==> config.mk <==
export PLATFORM = sky130hd
export DESIGN_NAME = txreq_rd_throttle_flat
export DESIGN_NICKNAME = d
export VERILOG_FILES = /design/src/rtl/txreq_rd_throttle_if.sv /design/src/rtl/txreq_rd_throttle.sv /design/src/flat_wrapper.sv
export SDC_FILE = /design/constraint.sdc
export NUM_CORES = 1
export LEC_CHECK = 0
export CAP_MARGIN = 20
export CELL_PAD_IN_SITES_DETAIL_PLACEMENT = 0
export CELL_PAD_IN_SITES_GLOBAL_PLACEMENT = 2
export CORE_AREA = 2 2 265 267
export DETAILED_ROUTE_END_ITERATION = 10
export DIE_AREA = 0 0 267 269
export PLACE_DENSITY_LB_ADDON = 0.1
export SLEW_MARGIN = 20
export SYNTH_ARGS = -nofsm -noshare
export SYNTH_HDL_FRONTEND = slang
export SYNTH_SLANG_ARGS = --single-unit
==> constraint.sdc <==
create_clock -name clk -period 16.35 [get_ports clk]
set_input_delay 3.27 -clock clk [delete_from_list [all_inputs] [get_ports clk]]
set_output_delay 3.27 -clock clk [all_outputs]
set_load 0.03 [all_outputs]
==> src/rtl/txreq_rd_throttle_if.sv <==
// txreq_rd_throttle_if: AXI-S TXREQ channel bundle.
// Ports: tvalid/tready handshake with tdata, tkeep, tlast and tuser_vendor payload.
// Modports: master drives the beat, slave returns tready.
interface txreq_rd_throttle_if #(
  parameter int DATA_W = 256,
  parameter int USER_W = 10
);
  logic                tvalid;
  logic                tready;
  logic [DATA_W-1:0]   tdata;
  logic [DATA_W/8-1:0] tkeep;
  logic                tlast;
  logic [USER_W-1:0]   tuser_vendor;
  modport master (output tvalid, tdata, tkeep, tlast, tuser_vendor, input tready);
  modport slave (input tvalid, tdata, tkeep, tlast, tuser_vendor, output tready);
endinterface

==> src/rtl/txreq_rd_throttle.sv <==
// txreq_rd_throttle: outstanding-read limiter on the host TXREQ path with a 2-entry output FIFO.
// Ports: clk, rst_n (async active-low); txreq_in (slave) / txreq_out (master) TXREQ streams;
// cpl_done retires one read; limit_en enables the MAX_OUTSTANDING gate; outstanding is the
// in-flight count; stall_cycles counts limit-induced stalls; err_underflow is a sticky underflow flag.
module txreq_rd_throttle #(
  parameter int DATA_W          = 256,
  parameter int USER_W          = 10,
  parameter int MAX_OUTSTANDING = 64,
  localparam int CNT_W          = $clog2(MAX_OUTSTANDING + 1)
) (
  input  logic                       clk,
  input  logic                       rst_n,
  txreq_rd_throttle_if.slave         txreq_in,
  txreq_rd_throttle_if.master        txreq_out,
  input  logic                       cpl_done,
  input  logic                       limit_en,
  output logic [CNT_W-1:0]           outstanding,
  output logic [31:0]                stall_cycles,
  output logic                       err_underflow
);
  localparam int W = DATA_W + DATA_W / 8 + 1 + USER_W;
  localparam logic [CNT_W-1:0] MAX_C = CNT_W'(MAX_OUTSTANDING);
  logic [W-1:0]     mem_q [2];
  logic             wp_q, rp_q;
  logic [1:0]       fcnt_q;
  logic [CNT_W-1:0] cnt_q, cnt_d;
  logic [31:0]      stall_q;
  logic             err_q;
  logic             not_full, at_limit, push, pop, inc, dec;
  assign not_full = fcnt_q != 2'd2;
  // Gate on the registered count only, so a completion frees a slot one cycle later.
  assign at_limit = limit_en && cnt_q >= MAX_C;
  // rst_n term holds tready low for the whole time reset is asserted.
  assign txreq_in.tready = rst_n && not_full && !at_limit;
  assign push = txreq_in.tvalid && txreq_in.tready;
  assign pop  = txreq_out.tvalid && txreq_out.tready;
  assign inc  = push && txreq_in.tlast;
  assign dec  = cpl_done;
  // Inc and dec together cancel; both ends saturate instead of wrapping.
  always_comb
    cnt_d = (inc && !dec && cnt_q != '1) ? cnt_q + CNT_W'(1) :
            (dec && !inc && cnt_q != '0) ? cnt_q - CNT_W'(1) : cnt_q;
  always_ff @(posedge clk or negedge rst_n)
    if (!rst_n) begin
      wp_q    <= 1'b0;
      rp_q    <= 1'b0;
      fcnt_q  <= 2'd0;
      cnt_q   <= '0;
      stall_q <= '0;
      err_q   <= 1'b0;
    end else begin
      if (push) wp_q <= !wp_q;
      if (pop) rp_q <= !rp_q;
      fcnt_q <= fcnt_q + {1'b0, push} - {1'b0, pop};
      cnt_q  <= cnt_d;
      if (txreq_in.tvalid && not_full && at_limit && stall_q != '1) stall_q <= stall_q + 32'd1;
      if (dec && !inc && cnt_q == '0) err_q <= 1'b1;
    end
  always_ff @(posedge clk)
    if (push) mem_q[wp_q] <= {txreq_in.tdata, txreq_in.tkeep, txreq_in.tlast, txreq_in.tuser_vendor};
  assign txreq_out.tvalid = fcnt_q != 2'd0;
  assign {txreq_out.tdata, txreq_out.tkeep, txreq_out.tlast, txreq_out.tuser_vendor} = mem_q[rp_q];
  assign outstanding   = cnt_q;
  assign stall_cycles  = stall_q;
  assign err_underflow = err_q;
endmodule

==> src/flat_wrapper.sv <==
// flat-port wrapper written by rule: the top's interface ports become plain ports
module txreq_rd_throttle_flat 
#(
  parameter int DATA_W          = 256,
  parameter int USER_W          = 10,
  parameter int MAX_OUTSTANDING = 64,
  localparam int CNT_W          = $clog2(MAX_OUTSTANDING + 1)
)
  (clk, rst_n, cpl_done, limit_en, outstanding, stall_cycles, err_underflow, txreq_in_tvalid, txreq_in_tdata, txreq_in_tkeep, txreq_in_tlast, txreq_in_tuser_vendor, txreq_in_tready, txreq_out_tvalid, txreq_out_tdata, txreq_out_tkeep, txreq_out_tlast, txreq_out_tuser_vendor, txreq_out_tready);
  txreq_rd_throttle_if #(.DATA_W(DATA_W), .USER_W(USER_W)) txreq_in_i ();
  txreq_rd_throttle_if #(.DATA_W(DATA_W), .USER_W(USER_W)) txreq_out_i ();
  input  logic clk;
  input  logic rst_n;
  input  logic cpl_done;
  input  logic limit_en;
  output logic [CNT_W-1:0] outstanding;
  output logic [31:0] stall_cycles;
  output logic err_underflow;
  input wire logic [$bits(txreq_in_i.tvalid)-1:0] txreq_in_tvalid;
  input wire logic [$bits(txreq_in_i.tdata)-1:0] txreq_in_tdata;
  input wire logic [$bits(txreq_in_i.tkeep)-1:0] txreq_in_tkeep;
  input wire logic [$bits(txreq_in_i.tlast)-1:0] txreq_in_tlast;
  input wire logic [$bits(txreq_in_i.tuser_vendor)-1:0] txreq_in_tuser_vendor;
  output wire logic [$bits(txreq_in_i.tready)-1:0] txreq_in_tready;
  output wire logic [$bits(txreq_out_i.tvalid)-1:0] txreq_out_tvalid;
  output wire logic [$bits(txreq_out_i.tdata)-1:0] txreq_out_tdata;
  output wire logic [$bits(txreq_out_i.tkeep)-1:0] txreq_out_tkeep;
  output wire logic [$bits(txreq_out_i.tlast)-1:0] txreq_out_tlast;
  output wire logic [$bits(txreq_out_i.tuser_vendor)-1:0] txreq_out_tuser_vendor;
  input wire logic [$bits(txreq_out_i.tready)-1:0] txreq_out_tready;
  assign txreq_in_i.tvalid = txreq_in_tvalid;
  assign txreq_in_i.tdata = txreq_in_tdata;
  assign txreq_in_i.tkeep = txreq_in_tkeep;
  assign txreq_in_i.tlast = txreq_in_tlast;
  assign txreq_in_i.tuser_vendor = txreq_in_tuser_vendor;
  assign txreq_in_tready = txreq_in_i.tready;
  assign txreq_out_tvalid = txreq_out_i.tvalid;
  assign txreq_out_tdata = txreq_out_i.tdata;
  assign txreq_out_tkeep = txreq_out_i.tkeep;
  assign txreq_out_tlast = txreq_out_i.tlast;
  assign txreq_out_tuser_vendor = txreq_out_i.tuser_vendor;
  assign txreq_out_i.tready = txreq_out_tready;
  txreq_rd_throttle #(.DATA_W(DATA_W), .USER_W(USER_W), .MAX_OUTSTANDING(MAX_OUTSTANDING)) u_core (.clk(clk), .rst_n(rst_n), .txreq_in(txreq_in_i), .txreq_out(txreq_out_i), .cpl_done(cpl_done), .limit_en(limit_en), .outstanding(outstanding), .stall_cycles(stall_cycles), .err_underflow(err_underflow));
endmodule
==> key figures, run 1 <==
Route
  – Routed vias: ~13,000
  – Vias per cell: 4.60
  – First drt pass iteration count: 5
  – Final WL: 66,500 um
  – Detailed Route Iter0 Violations: ~640
  – Routed Antenna Nets: 0
  – DRC viols: 0
  – DR WL/cell: approximately 23 um

Yosys
  – Ys async rst share: 6.85%
  – Synthesized area per cell: 20.7 um2
  – Flops & latches, synth: 642
  – Synth Instances: 1,154
  – Seq/Total Area, Yosys: 79.9%
  – Leading post-synthesis cells by cell area: edfxtp_1 75%, mux2_2 14%, dfrtp_1 4.6%
  – Post-synthesis cell type count: 48
  – EDFF count, synth: 598
  – Most frequent cell after synthesis: edfxtp_1
  – Warnings, synthesis: 0
  – Commonest cells in the netlist: 598 x edfxtp_1, 305 x mux2_2, 44 x dfrtp_1
  – Synth Cell Area: 0.0239 mm2
  – Syn_nets: 1,469
  – Largest area contributor in the synthesized netlist: edfxtp_1
  – Top FF cell, synth: edfxtp_1
  – Top cell type's share of synthesized area: 75.3%

Pwr
  – Pwr dens: 168 mW/mm2
  – P_int: 3790 uW
  – Pleak: 0.0114 uW
  – Combinational fraction of design power: 36.1%
  – Switching power: 1880 uW
  – Register share of total power: 37.2%
  – Clock network power share: 26.7%
  – Max IR drop VDD: 0.101 mV
  – Switch share: 33.2%

Timing
  – Period utilization: 49.7%
  – RSZ-0062 raised after global routing: no
  – Worst-Margin Slew: 1.04 ns
  – Setup TNS: 0 ns
  – Skew final: 0.0237 ns
  – Worst hold margin: 0.485 ns
  – Final Worst Setup Slack: 8.23 ns
  – Final setup vio count: 0
  – F_max: 123 MHz
  – Final Hold Fails: 0
  – Rel. slew slack: 30.8%
  – Slew Viols, Final: 0
  – Crit path time final: 8.12 ns

Clocking
  – CTS buffer count: 73
  – Bufs on Longest Clock Path: 3
  – Num Clock Sinks: 642
  – Post-CTS setup buffers: 0
  – Clk_lat worst skew: between 0.5 and 0.6 ns
  – Clk slew on worst S/H paths: about 0.06 ns
  – Hold_buf cts: 0
  – CTS H-tree lvls: 3
  – TritonCTS clock tree: done
  – Post_cts resized: 0
  – Clock root buffer: clkbuf_16

Final layout
  – P&R area growth vs syn: 41.4%
  – Seq. cell area: 0.0191 mm2
  – NumNets Final: roughly 2,200
  – Finished Core Util: 48.7%
  – Share of cells above drive strength 1: 22.2%
  – Multi-input logic area: 0.00465 mm2
  – Fill cells: around 5,900

Flow run
  – Max-cap violations: 0

Global route
  – Largest net degree at the start of global routing: 161
  – Initial antenna violation count: 19
  – Vias in the first global route: 13,342
  – GRT Util Overall: around 18%
  – Overflow left after global routing: 0
  – Wire length of the first global-routing pass: around 92,000 um

Floorplanning
  – # rows: 97
  – CORE AREA: 0.0693 mm2
  – Die area: 0.0718 mm2
  – Die Wd: ~270 um
  – I/O pins: 646
  – Initial Util: between 30% and 40%
  – Die height: 269 um

Worst setup path
  – Kind of critical path: in -> out
  – Setup crit start kind: input pin
  – CP Data Arrival Time: 4.85 ns
  – Cells along the critical path: buf_2 > buf_4 > and3_1 > clkdlybuf4s50_1
  – Crit end category: output port
  – CP Max Fanout: 46
  – CP max stage delay: a little under 0.7 ns
  – Worst path slowest cell: clkdlybuf4s50_1
  – CP required: between 10 and 15 ns

Outcome
  – Outcome: finished, final reports clean

Hold path
  – Worst Hold Class: reg -> reg

Placement
  – Port bufs: 645
  – Pre-CTS WS: 8.18 ns
  – Global placement routability congestion: slightly below 0.8
  – Post-DP HPWL: around 46,000 um
[worst max-delay path: cells and delay by family]
kind                   cells  cell delay, ns
buffers and inverters      3            1.24
and+or+nand+nor            1            0.31
[state kept, by name (all words and copies together), names as in the netlist]
| name | flops |
|---|---|
| u_core.wp_q | 1 |
| u_core.stall_cycles | 32 |
| u_core.fcnt_q | 2 |
| u_core.rp_q | 1 |
| u_core.mem_q | 598 |
| u_core.err_underflow | 1 |
| u_core.outstanding | 7 |
[stage by stage]
stage | std cells | cell area, um2 | total power, uW
global placement | 2714 | 31500 | 4210
detailed placement | 2714 | 31500 | 4210
global route | 2847 | 33700 | 5900
finish | 2852 | 33700 | 5670
floorplan | 1154 | 23900 | 3370
CTS | 2841 | 33700 | 5760
[final timing paths]
path,slack (ns),endpoint,start,depth (start not counted)
worst max-delay path,8.23,txreq_in_tready,rst_n,4
max in group asynchronous,13.09,u_core.rp_q$_DFFE_PN0P_,rst_n,2
worst min register to register,0.49,u_core.err_underflow$_DFFE_PN0P_,u_core.err_underflow$_DFFE_PN0P_,1
min in group asynchronous,2.78,u_core.stall_cycles[22]$_DFFE_PN0P_,rst_n,2
worst min-delay path,0.49,u_core.err_underflow$_DFFE_PN0P_,u_core.err_underflow$_DFFE_PN0P_,1
worst max register to register,12.94,u_core.mem_q[1][100]$_DFFE_PP_,u_core.outstanding[6]$_DFFE_PN0P_,5
[metal layers]
layer / part of all wire (%) / track usage [%] / vias up
met5: 0.17 / 0.541 / -
met4: 2.5 / 6.35 / 16
met3: 8.6 / 6.89 / 103
met2: 52 / 31.0 / 397
met1: 37 / 20.0 / 6647
li1: - / - / 5966
[layout by cell type (no fill, tap or decap), types with 3 or more instances in the layout]
master           instances
clkdlybuf4s50_1        644
edfxtp_1               598
mux2_2                 305
clkbuf_16               75
dfrtp_1                 43
xnor2_1                 21
clkinv_1                21
nand2_1                 20
clkbuf_1                17
nor2_1                  16
xor2_1                  15
nand3_1                 14
diode_2                 10
ha_1                     9
and4_1                   8
clkinv_2                 8
inv_1                    7
and3_1                   7
nand4_1                  6
a21oi_1                  6
and2_1                   5
buf_4                    5
buf_12                   4
nor3_1                   3
bufinv_16                3
[logic make-up after synthesis]
logic type,count (synthesis),share of synthesized area [%]
simple gates,98,2.47
flops,642,79.9
buf+inv,41,0.650
compound gates,20,0.619
mux,307,14.5
xor+xnor,36,1.32
fa+ha+maj,10,0.556
[layout make-up]
cell class,instances,area share [%]
Antenna cell,10,0.0742
Clock buffer,93,5.79
Sequential cell,642,56.5
Tap cell,940,3.49
Multi-Input combinational cell,471,13.8
Inverter,7,0.0779
Clock inverter,34,0.716
Timing Repair Buffer,655,19.6
[power groups by stage]
stage | clock [uW] | sequential (uW) | combinational [uW]
after floorplan | 0 | 2180 | 1190
after global placement | 0 | 2130 | 2070
after detailed placement | 0 | 2140 | 2070
after CTS | 1570 | 2110 | 2080
after global routing | 1630 | 2130 | 2140
final | 1510 | 2110 | 2050
No activity file was read; power rests on OpenSTA's default activity.
==> run 2: changes to the inputs <==
==> constraint.sdc (replaced) <==
create_clock -name clk -period 7.53 [get_ports clk]
set_input_delay 1.506 -clock clk [delete_from_list [all_inputs] [get_ports clk]]
set_output_delay 1.506 -clock clk [all_outputs]
set_load 0.03 [all_outputs]
==> run 2 against run 1 <==
Against the previous run:
- register-to-register slack got worse by 8.3 ns
- non-clock buffer count decreased by 1
- sequential share of layout area fell by 0.22 points
- largest cell class unchanged
==> key figures, run 2 (synthesis gave the netlist of run 1 again) <==
Route
  – Routed Antenna Nets: 0
  – Routed vias: 13,125
  – Final WL: 65,600 um
  – Detailed Route Iter0 Violations: 603
  – DR WL/cell: 23.0 um
  – Vias per cell: 4.59
  – First drt pass iteration count: 4
  – DRC viols: 0

Clocking
  – Post-CTS setup buffers: 0
  – Clock root buffer: clkbuf_16
  – Num Clock Sinks: 642
  – CTS buffer count: 73
  – Clk_lat worst skew: 0.59 ns
  – Post_cts resized: 0
  – Bufs on Longest Clock Path: 3
  – CTS H-tree lvls: 3
  – Hold_buf cts: 0
  – TritonCTS clock tree: done
  – Clk slew on worst S/H paths: approximately 0.050 ns

Worst setup path
  – Crit end category: output port
  – Reg2Reg Setup Slack: between 4 and 5 ns
  – CP Data Arrival Time: 3.22 ns
  – Kind of critical path: reg -> out
  – CP required: 6.02 ns
  – Setup crit start kind: flop
  – CP Max Fanout: 148

Placement
  – Post-DP HPWL: 44,700 um
  – Port bufs: approximately 650
  – Global placement routability congestion: between 0.7 and 0.8

Final layout
  – Finished Core Util: between 40% and 50%
  – Most common cell after layout, fill and taps aside: clkdlybuf4s50_1
  – Largest Register: u_core.mem_q
  – Most frequent cells in the layout: 644 x clkdlybuf4s50_1, 598 x edfxtp_1, 305 x mux2_2
  – Number of flip-flops in the largest register: roughly 600
  – Share of cells above drive strength 1: 22.6%
  – P&R area growth vs syn: 42.0%
  – NumNets Final: between 2,000 and 2,500

Global route
  – Largest net degree at the start of global routing: ~150
  – GRT Util Overall: 17.6%
  – Vias in the first global route: ~13,000
  – Wire length of the first global-routing pass: 90,900 um
  – Overflow left after global routing: 0
  – Initial antenna violation count: 20

Outcome
  – Outcome: finished, final reports clean

Timing
  – Setup TNS: 0 ns
  – Final setup vio count: 0
  – Final Hold Fails: 0
  – RSZ-0062 raised after global routing: no
  – Slew Viols, Final: 0
  – Worst-Margin Slew: between 1 and 1.5 ns
  – Crit path time final: about 4.7 ns
  – Skew final: 0.0168 ns
  – Period utilization: between 60% and 70%
  – F_max: 212 MHz
  – Rel. slew slack: 32.4%

Floorplanning
  – Die area: 0.0718 mm2
  – CORE AREA: 0.0693 mm2
  – # rows: 97
  – Initial Util: 34.4%
  – Die Wd: 267 um
  – I/O pins: 646
  – Die height: 269 um

Flow run
  – Max-cap violations: 0

Pwr
  – Pleak: 0.0114 uW
  – Pwr dens: 367 mW/mm2
  – Max IR drop VDD: between 0.2 and 0.3 mV

Hold path
  – Worst Hold Class: reg -> reg
run 2: area by class of cell:
class                           instances  area [um2]
Clock inverter                         38         318
Inverter                                7        26.3
Fill cell                            5901       35400
Tap cell                              940        1180
Clock buffer                           93        1990
Multi-Input combinational cell        471        4650
Sequential cell                       642       19100
Antenna cell                           13        32.5
Timing Repair Buffer                  654        6610
run 2: critical path: stages, from the launching register on:
cell	delay, ns
dfrtp_4	0.73
buf_12	0.66
mux2_2	0.41
clkdlybuf4s50_1	0.67
run 2: per-layer routing:
metal	track usage, %	share of wire (%)	vias up
li1	-	-	5967
met1	19.1	36	6650
met2	31.0	53	386
met3	6.97	9.0	104
met4	6.33	2.3	18
met5	0	0.18	-
run 2: final timing paths:
kind / startpoint / to / cells after the start
min reg2reg: u_core.stall_cycles[31]$_DFFE_PN0P_ / u_core.stall_cycles[31]$_DFFE_PN0P_ / 1
max reg2reg: u_core.outstanding[6]$_DFFE_PN0P_ / u_core.outstanding[6]$_DFFE_PN0P_ / 9
max: u_core.rp_q$_DFFE_PN0P_ / txreq_out_tdata[133] / 3
min: u_core.stall_cycles[31]$_DFFE_PN0P_ / u_core.stall_cycles[31]$_DFFE_PN0P_ / 1
min in group asynchronous: rst_n / u_core.stall_cycles[21]$_DFFE_PN0P_ / 2
max in group asynchronous: rst_n / u_core.rp_q$_DFFE_PN0P_ / 2
run 2: stage by stage:
stage / hold slack [ns] / power [uW] / cells / instance area, um2 / setup WS (ns)
floorplan: 0.473 / 7260 / 1154 / 23900 / 0.518
global placement: 0.484 / 9110 / 2713 / 31500 / 2.87
detailed placement: 0.478 / 9130 / 2713 / 31500 / 2.89
CTS: 0.495 / 12600 / 2844 / 33800 / 2.70
global route: 0.528 / 12900 / 2851 / 33800 / 2.63
finish: 0.492 / 12400 / 2858 / 33900 / 2.81
run 2: report_power, final:
group	switching (uW)	internal, uW
Clock	1380	2030
Sequential	171	4380
Combinational	2530	1910
